## src/rtl/dht_read_sched.sv

```systemverilog
// dht_read_sched: periodic read scheduler for a DHT-style humidity/temperature
// sensor reader. It launches reads, validates the frame checksum, tracks read
// timeouts and consecutive failures, and publishes the last good frame.
module dht_read_sched #(
  parameter int PERIOD_CYC  = 50000000,
  parameter int TIMEOUT_CYC = 5000000,
  parameter int MAX_FAIL    = 3
) (
  input  logic        clk,
  input  logic        rst,
  input  logic        enable,
  output logic        rd_start,
  input  logic        rd_done,
  input  logic [39:0] rd_data,
  output logic [31:0] information,
  output logic        info_valid,
  output logic [7:0]  err_cnt,
  output logic        sensor_fault,
  output logic [2:0]  state_dbg
);

  localparam int PW = $clog2(PERIOD_CYC);
  localparam int TW = $clog2(TIMEOUT_CYC);
  localparam logic [PW-1:0] PER_LAST = PW'(PERIOD_CYC - 1);
  localparam logic [TW-1:0] TMO_LAST = TW'(TIMEOUT_CYC - 1);
  localparam logic [3:0]    FAIL_MAX = 4'(MAX_FAIL);

  typedef enum logic [2:0] {
    IDLE   = 3'd0,
    START  = 3'd1,
    WAIT   = 3'd2,
    CHECK  = 3'd3,
    PERIOD = 3'd4
  } state_t;

  state_t        state_r;
  logic [PW-1:0] per_cnt_r;
  logic [TW-1:0] tmo_cnt_r;
  logic [3:0]    fail_cnt_r;
  logic [39:0]   shadow_r;
  logic [31:0]   information_r;
  logic          info_valid_r;
  logic          rd_start_r;
  logic [7:0]    err_cnt_r;
  logic          sensor_fault_r;

  logic [7:0]    err_cnt_inc_s;
  logic [3:0]    fail_cnt_inc_s;
  logic          sum_ok_s;

  // Byte sum of the four payload bytes, modulo 256.
  function automatic logic [7:0] frame_checksum(input logic [39:0] frame);
    frame_checksum = frame[39:32] + frame[31:24] + frame[23:16] + frame[15:8];
  endfunction

  // Saturating next values for the error/failure counters and checksum verdict.
  always_comb begin
    err_cnt_inc_s  = err_cnt_r;
    fail_cnt_inc_s = fail_cnt_r;
    sum_ok_s       = 1'b0;
    if (err_cnt_r == 8'd255) begin
      err_cnt_inc_s = 8'd255;
    end else begin
      err_cnt_inc_s = err_cnt_r + 8'd1;
    end
    if (fail_cnt_r >= FAIL_MAX) begin
      fail_cnt_inc_s = FAIL_MAX;
    end else begin
      fail_cnt_inc_s = fail_cnt_r + 4'd1;
    end
    if (frame_checksum(shadow_r) == shadow_r[7:0]) begin
      sum_ok_s = 1'b1;
    end else begin
      sum_ok_s = 1'b0;
    end
  end

  // Scheduler FSM with all counters and registered outputs.
  always_ff @(posedge clk or posedge rst) begin
    if (rst) begin
      state_r        <= IDLE;
      per_cnt_r      <= {PW{1'b0}};
      tmo_cnt_r      <= {TW{1'b0}};
      fail_cnt_r     <= 4'd0;
      shadow_r       <= 40'd0;
      information_r  <= 32'd0;
      info_valid_r   <= 1'b0;
      rd_start_r     <= 1'b0;
      err_cnt_r      <= 8'd0;
      sensor_fault_r <= 1'b0;
    end else begin
      rd_start_r   <= 1'b0;
      info_valid_r <= 1'b0;
      case (state_r)
        IDLE: begin
          if (enable) begin
            rd_start_r <= 1'b1;
            state_r    <= START;
          end
        end
        START: begin
          tmo_cnt_r <= {TW{1'b0}};
          state_r   <= WAIT;
        end
        WAIT: begin
          // A response in the expiry cycle still counts as a response.
          if (rd_done) begin
            shadow_r <= rd_data;
            state_r  <= CHECK;
          end else if (tmo_cnt_r == TMO_LAST) begin
            err_cnt_r      <= err_cnt_inc_s;
            fail_cnt_r     <= fail_cnt_inc_s;
            sensor_fault_r <= (fail_cnt_inc_s == FAIL_MAX);
            per_cnt_r      <= {PW{1'b0}};
            state_r        <= PERIOD;
          end else begin
            tmo_cnt_r <= tmo_cnt_r + TW'(1);
          end
        end
        CHECK: begin
          if (sum_ok_s) begin
            information_r  <= shadow_r[39:8];
            info_valid_r   <= 1'b1;
            fail_cnt_r     <= 4'd0;
            sensor_fault_r <= 1'b0;
          end else begin
            err_cnt_r      <= err_cnt_inc_s;
            fail_cnt_r     <= fail_cnt_inc_s;
            sensor_fault_r <= (fail_cnt_inc_s == FAIL_MAX);
          end
          per_cnt_r <= {PW{1'b0}};
          state_r   <= PERIOD;
        end
        PERIOD: begin
          if (!enable) begin
            state_r <= IDLE;
          end else if (per_cnt_r == PER_LAST) begin
            rd_start_r <= 1'b1;
            state_r    <= START;
          end else begin
            per_cnt_r <= per_cnt_r + PW'(1);
          end
        end
        default: begin
          state_r <= IDLE;
        end
      endcase
    end
  end

  assign rd_start     = rd_start_r;
  assign information  = information_r;
  assign info_valid   = info_valid_r;
  assign err_cnt      = err_cnt_r;
  assign sensor_fault = sensor_fault_r;
  assign state_dbg    = state_r;

endmodule

```

## config.mk

```make
export PLATFORM = sky130hd
export DESIGN_NAME = dht_read_sched
export DESIGN_NICKNAME = d
export VERILOG_FILES = /design/src/rtl/dht_read_sched.sv
export SDC_FILE = /design/constraint.sdc
export NUM_CORES = 1
export LEC_CHECK = 0
export BUFFER_PORTS_ARGS = -buffer_cell sky130_fd_sc_hd__buf_4
export CAP_MARGIN = 20
export CORE_AREA = 5 5 125 127
export CTS_BUF_LIST = sky130_fd_sc_hd__clkbuf_8
export CTS_CLUSTER_SIZE = 12
export DETAILED_ROUTE_END_ITERATION = 12
export DIE_AREA = 0 0 130 132
export GPL_TIMING_DRIVEN = 0
export HOLD_SLACK_MARGIN = 0.12
export PLACE_DENSITY = 0.68
export SLEW_MARGIN = 10
export SYNTH_ARGS = -nofsm -noshare
export SYNTH_HDL_FRONTEND = slang
export SYNTH_SLANG_ARGS = --single-unit
```

## constraint.sdc

```tcl
create_clock -name clk -period 8.9 [get_ports clk]
set_input_delay 0.89 -clock clk [delete_from_list [all_inputs] [get_ports clk]]
set_output_delay 0.89 -clock clk [all_outputs]
set_load 0.05 [all_outputs]
```

Yosys cells after proc, flatten, opt, wreduce, memory -nomap -nowiden
Cells that the tools add are included.
{"block": "word_totals", "regBits": 139, "input_bits": 44, "word_cells": 82, "output_inout_bits": 46}
{"block": "classes", "eq_ne": 18, "magnitude_cmp": 1, "add_sub_neg": 7, "mux": 35, "n_reduce_logical": 11}
{"op": "$mux W26", "n": 4}
{"op": "$pmux W26 S3", "n": 1}
{"op": "$mux W23", "n": 2}
{"op": "$pmux W23 S2", "n": 1}
{"op": "$mux W8", "n": 4}
{"op": "$add A26 B1 Y26 const B", "n": 1}
{"op": "$eq A26 B26 Y1 const B", "n": 1}
{"op": "$add A8 B8 Y8", "n": 3}
{"op": "$add A23 B1 Y23 const B", "n": 1}
{"op": "$eq A23 B23 Y1 const B", "n": 1}
{"op": "$mux W4", "n": 4}
{"op": "$pmux W8 S2", "n": 1}
{"op": "$mux W3", "n": 5}
{"op": "$pmux W3 S5", "n": 1}
{"op": "$ne A2 B2 Y1 const B", "n": 7}
{"op": "$mux W1", "n": 9}
{"op": "$reduce_and A3 Y1", "n": 3}
{"op": "$add A8 B1 Y8 const B", "n": 1}
{"op": "$eq A8 B8 Y1", "n": 1}
{"op": "$eq A8 B8 Y1 const B", "n": 1}
{"op": "$pmux W4 S2", "n": 1}
{"op": "$eq A3 B2 Y1 const B", "n": 2}
{"op": "$ne A3 B3 Y1 const B", "n": 2}
{"op": "$reduce_and A5 Y1", "n": 1}
{"op": "11 further kinds", "n": 14}

Depth between registers and ports, before layout
Gate-level depths: netlist (run 1).
{"block": "logic_depth", "ltp_word": 7, "ltp_mapped": 13, "mapped_depth_nobuf": 12}

Worst setup path before layout (run 1)
Ideal clock, no wire load.
{"block": "synth_timing", "path_kind": "reg2reg", "start": "register shadow_r[9]", "end": "register information_r[20] (netlist: information[20])", "path_slack_ns": 5.183, "setup_ns": 0.125, "stages_incl_launch_ff": 14, "arrival_ns": 3.592, "synth_period_minus_slack_ns": 3.717, "path_buffers": 1, "required_ns": 8.775, "path_cell_list": "dfrtp_1 -> fa_1 -> inv_1 -> fa_1 -> inv_1 -> ha_1 -> fa_1 -> xnor2_1 -> nand4_1 -> nor2_1 -> o2111ai_2 -> nor3_4 -> buf_6 -> mux2_2"}
{"block": "synth_via", "elab_chain_len": 4}
{"element": "start, declared", "line": "40", "text": "logic [39:0] shadow_r;"}
{"element": "start signal, assigned", "line": "108", "text": "shadow_r <= rd_data;"}
{"element": "$add A8 B8 Y8", "line": "53", "text": "frame_checksum = frame[39:32] + frame[31:24] + frame[23:16] + frame[15:8];"}
{"element": "$eq A8 B8 Y1", "line": "71", "text": "if (frame_checksum(shadow_r) == shadow_r[7:0]) begin"}
{"element": "$mux W1", "line": "71"}
{"element": "$reduce_and A2 Y1 (no source line)"}
{"element": "end signal, assigned", "line": "122", "text": "information_r <= shadow_r[39:8];"}
{"element": "end, declared", "line": "41", "text": "logic [31:0] information_r;"}
No other way between the ends.
A chain may end at the register's enable or synchronous reset.

Worst setup path in the final report (run 1)
{"block": "layout_timing", "start": "register shadow_r[9]", "end": "register information_r[23] (netlist: information[23])"}
Same word-level chain as after synthesis.

==> reports/qor.txt, run 1 <==
Post-synth top area share - 50.7%
H-tree levels - 4
First-pass GRT wire length - 25700 um
GPL Wtd Cong - 0.862
P_leak - 3.75 nW
DR vias - 4880
Post-synth cell types - 54
DRT Pass-1 Iters - 4
Period Utilization, post-route - 47.1%
Period minus WS final - 4.20 ns
I/O pin count - 90
Antenna violations before repair - 0
Clk pwr share - 17.5%
Worst slew margin - 40.8%
Post-synthesis register bit count - 139
Starting Density - 47.9%
Syn avg cell area - 11.7 um^2
WS Path Type - flip-flop to flip-flop
Largest net degree at the start of global routing - 77
Clock latency at the later pin of the worst-skew pair - 0.45 ns
# rows - 44
Slew @ Worst Pin - 0.884 ns
R2R Setup Slk - 4.70 ns
Synth top cells by count - dfrtp_1, mux2_2, nor2_1
Vias in the first global route - 5159
Global route overflow - 0
DRC - 0
Total CTS buffers - 17
Synth Flop Type - dfrtp_1
Power share of the sequential group - 29.1%
Clock Tree Root - clkbuf_8
Placed Instances - 861
Sw Share - 42.6%
CP Max Fanout - 10
Sink Count - 139
Synth area leaders - dfrtp_1, mux2_2, xnor2_1
Worst Path Required - 9.24 ns
VDD IR max - 0.000398 V
Run status - complete, no violations
Core area - 0.0143 mm^2
CTS Buffer Depth - 2
Hold depth - 2
Count leader, synth - dfrtp_1
Internal power - 0.00176 W
CTS tree - built
DR WL/cell - 17.0 um
HPWL Detailed - 11000 um
Reg2Reg Depth - 13
Total wire length - 15200 um
Max Slew Vio Count - 0
Mapped Area - 0.00686 mm^2
Vias per cell - 5.46
N_diodes - 0
Worst r2r dst - information[23]
Comb pwr share - 53.4%
Hold_buf cts - 0
Yosys top cell by area - dfrtp_1
Worst Skew - 0.00772 ns
Synthesized netlist cell count - 587
WHS - 0.499 ns
Die width - 130 um
EDFF count, synth - 0
Post_cts resized - 0
Die area - 0.0172 mm^2
Post-route cell area - 0.00821 mm^2
R2r startpoint - shadow_r[9]
Util after Layout - 57.4%
Hold wc startpoint - sensor_fault
Post-CTS Repair Setup Buffers - 0
Max Cap Viol - 0
Hold Vio Cnt, Final - 0
Port bufs - 89
Finish-stage setup viols - 0
Pwr per Cell Area - 374 mW/mm^2
Hold Crit Class - flip-flop to flip-flop
GRT Total Usage - 18.8%
Final cell count without fillers - 893
Worst hold endpoint - sensor_fault
Final nets - 765
Register area share after synthesis - 50.7%
FILL cells - 1225
Fin Setup TNS - 0 ns
P_sw - 0.00131 W
DR iter-0 viols - 291
Synth warn - 0
DP Area - 0.00779 mm^2
Clk pin slew, worst setup/hold paths - 0.08 ns
Async set-reset flop share out of synthesis - 100%
Die Y-Extent - 132 um
Layout cells sized above 1 - 31.5%
Syn Nets - 656
ANT nets after route - 0
Maximum clock rate - 238 MHz
Worst EP arrival - 4.53 ns
RSZ-0062 raised after global routing - false
CP endpoint kind - flip-flop
P&R area growth vs syn - 19.7%
Critical path launch point type - flip-flop
[layer usage]
| layer | wire [um] | up-vias | share of wire, % | track usage [%] |
|---|---|---|---|---|
| met3 | 881 | 19 | 5.8 | 5.47 |
| li1 | - | 2299 | - | - |
| met5 | 0 | - | 0 | 0 |
| met1 | 6620 | 2460 | 44 | 24.3 |
| met4 | 209 | 0 | 1.4 | 6.12 |
| met2 | 7500 | 102 | 49 | 30.3 |
[registers in the layout (all words and copies together), names as in the netlist]
signal	count
per_cnt_r	26
information	32
err_cnt	8
state_dbg	3
tmo_cnt_r	23
shadow_r	40
rd_start	1
info_valid	1
fail_cnt_r	4
sensor_fault	1
[power groups by stage]
stage	registers [W]	logic [W]	clock network, W
final	0.000892	0.00164	0.000538
after detailed placement	0.000906	0.00166	0
after global routing	0.000914	0.00182	0.000578
after floorplan	0.000976	0.00119	0
after CTS	0.000893	0.00166	0.000551
after global placement	0.000896	0.00161	0
[through the flow]
stage                     total power (W)  setup slack, ns
after floorplan                   0.00217             4.29
after global placement            0.00251             2.72
after detailed placement          0.00257             4.65
after CTS                         0.00311             4.62
after global routing              0.00331             4.44
final                             0.00307             4.70
[worst max path at each step]
| stage | cells after the start | endpoint | slack (ns) | from |
|---|---|---|---|---|
| 2_1_floorplan | 1 | err_cnt[0] | 4.29 | rst |
| 3_3_place_gp | 2 | fail_cnt_r[2] | 2.72 | rst |
| 3_5_place_dp | 13 | information[28] | 4.65 | shadow_r[9] |
| 4_1_cts | 13 | information[23] | 4.62 | shadow_r[9] |
| 5_1_grt | 13 | information[22] | 4.44 | shadow_r[9] |
| 6_report | 13 | information[23] | 4.70 | shadow_r[9] |
[worst max-delay path, cell delays in order (launching register included)]
cell and delay, ns:
dfrtp_1 0.42, fa_1 0.56, inv_1 0.07, fa_1 0.49, inv_1 0.04, ha_1 0.21, fa_1 0.50, xnor2_1 0.11
nand4_1 0.11, nor2_1 0.17, o2111ai_2 0.33, nor3_4 0.47, buf_6 0.25, mux2_2 0.35
[cells by family (layout without fill, tap and decap cells)]
logic type	count (synthesis)	after routing	share of synthesized area [%]
AOI/OAI and AO/OA	75	75	7.57
xor gates and xnor gates	45	45	5.96
adders and majority gates	25	25	6.09
buffers and inverters	48	170	3.17
DFF	139	139	50.7
muxes	76	76	12.7
and+or+nand+nor	179	179	13.8
[cells in the final DEF (no fill, tap or decap), drive strengths merged, types with 4 or more instances in the layout]
cell type / n
buf: 103
dfrtp: 139
nand4: 9
mux2: 75
o211ai: 7
clkbuf: 27
a41o: 4
nand2: 31
clkinv: 5
and4: 5
nand3: 21
o31ai: 5
fa: 14
ha: 11
a31oi: 6
xnor2: 37
xor2: 8
nor3: 16
o21ai: 24
inv: 28
or3: 15
nand2b: 4
nor4: 9
clkinvlp: 4
nor2: 42
a21oi: 14
and3: 13
[final cells by class]
cell class	count	area (um^2)	area share (%)
clock inverters	14	170	2.07
multi-input cells	400	3170	38.6
flip-flops and latches	139	3480	42.4
inverters	26	103	1.25
well taps	184	230	2.80
clock buffers	18	248	3.02
repair buffers	90	696	8.47
plain buffers	22	120	1.46
No activity file was read; power rests on OpenSTA's default activity.
==> inputs of run 2 (changes only) <==
==> constraint.sdc (replaced) <==
create_clock -name clk -period 4.3 [get_ports clk]
set_input_delay 0.43 -clock clk [delete_from_list [all_inputs] [get_ports clk]]
set_output_delay 0.43 -clock clk [all_outputs]
set_load 0.05 [all_outputs]
==> reports/qor.txt, run 2 (synthesis results as in run 1) <==
Starting Density - 47.9% (unchanged)
Pwr per Cell Area - 779 mW/mm^2 (was 374 mW/mm^2)
DR WL/cell - 16.9 um (was 17.0 um)
I/O pin count - 90 (unchanged)
Maximum clock rate - 246 MHz (was 238 MHz)
Worst path top cell family by delay - adder cells (unchanged)
Most common cell after layout, fill and taps aside - dfrtp_1 (unchanged)
Worst path slowest cell - fa_1 (unchanged)
CP dominant cell by count - fa_1 (unchanged)
N_diodes - 0 (unchanged)
Clock latency at the later pin of the worst-skew pair - 0.44 ns (was 0.45 ns)
Commonest cells after routing, fill and taps aside - dfrtp_1, buf_4, mux2_2 (unchanged)
Multi-input gate area - 0.00318 mm^2 (was 0.00317 mm^2)
Hold wc startpoint - rd_data[33] (was sensor_fault)
Max reg flops - 40 (unchanged)
P&R area growth vs syn - 20.3% (was 19.7%)
Clock Tree Root - clkbuf_8 (unchanged)
HPWL Detailed - 11000 um (unchanged)
Max Slew Vio Count - 0 (unchanged)
Period Utilization, post-route - 94.4% (was 47.1%)
Layout cells sized above 1 - 31.7% (was 31.5%)
Critical-path cell list - fa_1, inv_1, fa_1, inv_1, ha_1, fa_1, xnor2_1, nand4_1, nor2_1, o2111ai_4, nor3_4, buf_4, buf_6, mux2_2 (was fa_1, inv_1, fa_1, inv_1, ha_1, fa_1, xnor2_1, nand4_1, nor2_1, o2111ai_2, nor3_4, buf_6, mux2_2)
Clk pwr share - 17.3% (was 17.5%)
H-tree levels - 4 (unchanged)
Run status - complete, no violations (unchanged)
FILL cells - 1220 (was 1225)
Max Cap Viol - 0 (unchanged)
GPL Wtd Cong - 0.862 (unchanged)
Internal power - 0.00365 W (was 0.00176 W)
Placed Instances - 861 (unchanged)
Setup ws final - 0.242 ns (was 4.70 ns)
DR vias - 4871 (was 4880)
Hold Crit Class - input pin to flip-flop (was flip-flop to flip-flop)
Critical path launch point type - flip-flop (unchanged)
WS Path Type - flip-flop to flip-flop (unchanged)
Global route overflow - 0 (unchanged)
Final nets - 769 (was 765)
CP startpoint - shadow_r[9] (unchanged)
P_leak - 3.77 nW (was 3.75 nW)
P_sw - 0.00278 W (was 0.00131 W)
Worst Path Required - 4.63 ns (was 9.24 ns)
Final cell count without fillers - 897 (was 893)
First-pass GRT wire length - 25700 um (about the same)
Post-route cell area - 0.00825 mm^2 (was 0.00821 mm^2)
Worst slew margin - 40.7% (was 40.8%)
DR iter-0 viols - 287 (was 291)
RSZ-0062 raised after global routing - false (unchanged)
Total wire length - 15200 um (about the same)
R2r startpoint - shadow_r[9] (unchanged)
Worst Skew - 0.00651 ns (was 0.00772 ns)
GRT Total Usage - 18.8% (about the same)
Met2 GRT Util - 30.4% (was 30.3%)
Setup WS pre-CTS - 0.0461 ns (was 4.65 ns)
Bufs and invs on worst path - 4 (was 3)
GRT met1 Usage - 24.3% (about the same)
Largest net degree at the start of global routing - 77 (unchanged)
Die Y-Extent - 132 um (unchanged)
VDD IR max - 0.000821 V (was 0.000398 V)
Sink Count - 139 (unchanged)
DRC - 0 (unchanged)
CTS Buffer Depth - 2 (unchanged)
Die area - 0.0172 mm^2 (unchanged)
# rows - 44 (unchanged)
CP Max Fanout - 10 (unchanged)
ANT nets after route - 0 (unchanged)
DP Area - 0.00779 mm^2 (unchanged)
Finish-stage setup viols - 0 (unchanged)
Worst EP arrival - 4.39 ns (was 4.53 ns)
Die width - 130 um (unchanged)
Sw Share - 43.2% (was 42.6%)
DRT Pass-1 Iters - 4 (unchanged)
Antenna violations before repair - 0 (unchanged)
R2R Setup Slk - 0.24 ns (was 4.70 ns)
Vias in the first global route - 5169 (was 5159)
Comb pwr share - 54.1% (was 53.4%)
Slew @ Worst Pin - 0.884 ns (about the same)
CTS tree - built (unchanged)
Vias per cell - 5.43 (was 5.46)
Total power - 0.00643 W (was 0.00307 W)
Clk pin slew, worst setup/hold paths - 0.08 ns (about the same)
Power share of the sequential group - 28.7% (was 29.1%)
FF+latch area - 0.00348 mm^2 (unchanged)
Core area - 0.0143 mm^2 (unchanged)
Hold Vio Cnt, Final - 0 (unchanged)
Total CTS buffers - 17 (unchanged)
CP peak stage delay - 0.56 ns (about the same)
Reg with most FFs - shadow_r (unchanged)
M3 GR Usage - 5.47% (unchanged)
Period minus WS final - 4.06 ns (was 4.20 ns)
CP endpoint kind - flip-flop (unchanged)
Port bufs - 89 (unchanged)
Top Usage Layer GRT - met2 (unchanged)
-- run 2: cell types whose count changed in the layout (fill, tap and decap cells not counted), sizes merged --
cell | previous run | this run
dlygate4sd3 | 0 | 1
buf | 103 | 106
-- run 2: path summary, 6_finish.rpt --
kind                       cells after the start              end
setup / recovery                              14  information[17]
hold / removal                                 3     shadow_r[33]
setup reg to reg                              14  information[17]
hold reg to reg                                2     sensor_fault
max in group asynchronous                      4    per_cnt_r[11]
min in group asynchronous                      3    tmo_cnt_r[15]
-- run 2: cell type report --
class	count	area share [%]
repair buffers	94	8.82
well taps	184	2.79
clock buffers	18	3.00
flip-flops and latches	139	42.1
multi-input cells	400	38.5
clock inverters	14	2.06
inverters	26	1.24
plain buffers	22	1.46
-- run 2: metrics by stage --
step                      hold slack (ns)  setup TNS (ns)  util [%]
after floorplan                     0.453               0         -
after global placement              0.466         -196.49      54.2
after detailed placement            0.493               0      54.4
after CTS                           0.159               0      57.4
after global routing                0.155               0      57.7
final                               0.187               0      57.7
-- run 2: worst register-to-register path: cells and delay by family, from the launching register on --
kind | cells | cell delay, ns
xor+xnor | 1 | 0.11
compound gates | 1 | 0.26
simple gates | 3 | 0.59
buf+inv | 4 | 0.45
fa+ha+maj | 4 | 1.76
mux | 1 | 0.35
flops | 1 | 0.42
-- run 2: timing repair --
item                       CTS  global route
hold buffers                 1             0
buffers inserted             0             3
setup endpoints to repair    0            29
resized for setup            0             1
hold endpoints to repair    63             0
-- run 2: metal layers --
metal  vias to the layer above  wire length (um)
met5                         -                 0
li1                       2309                 -
met3                        14               933
met1                      2435              6520
met4                         0               183
met2                       113              7560
-- run 2: power groups by stage --
stage | combinational, W | clock [W] | sequential, W
2_1_floorplan | 0.00246 | 0 | 0.00202
3_3_place_gp | 0.00334 | 0 | 0.00185
3_5_place_dp | 0.00343 | 0 | 0.00187
4_1_cts | 0.00344 | 0.00114 | 0.00185
5_1_grt | 0.00386 | 0.00120 | 0.00189
6_report | 0.00348 | 0.00111 | 0.00184
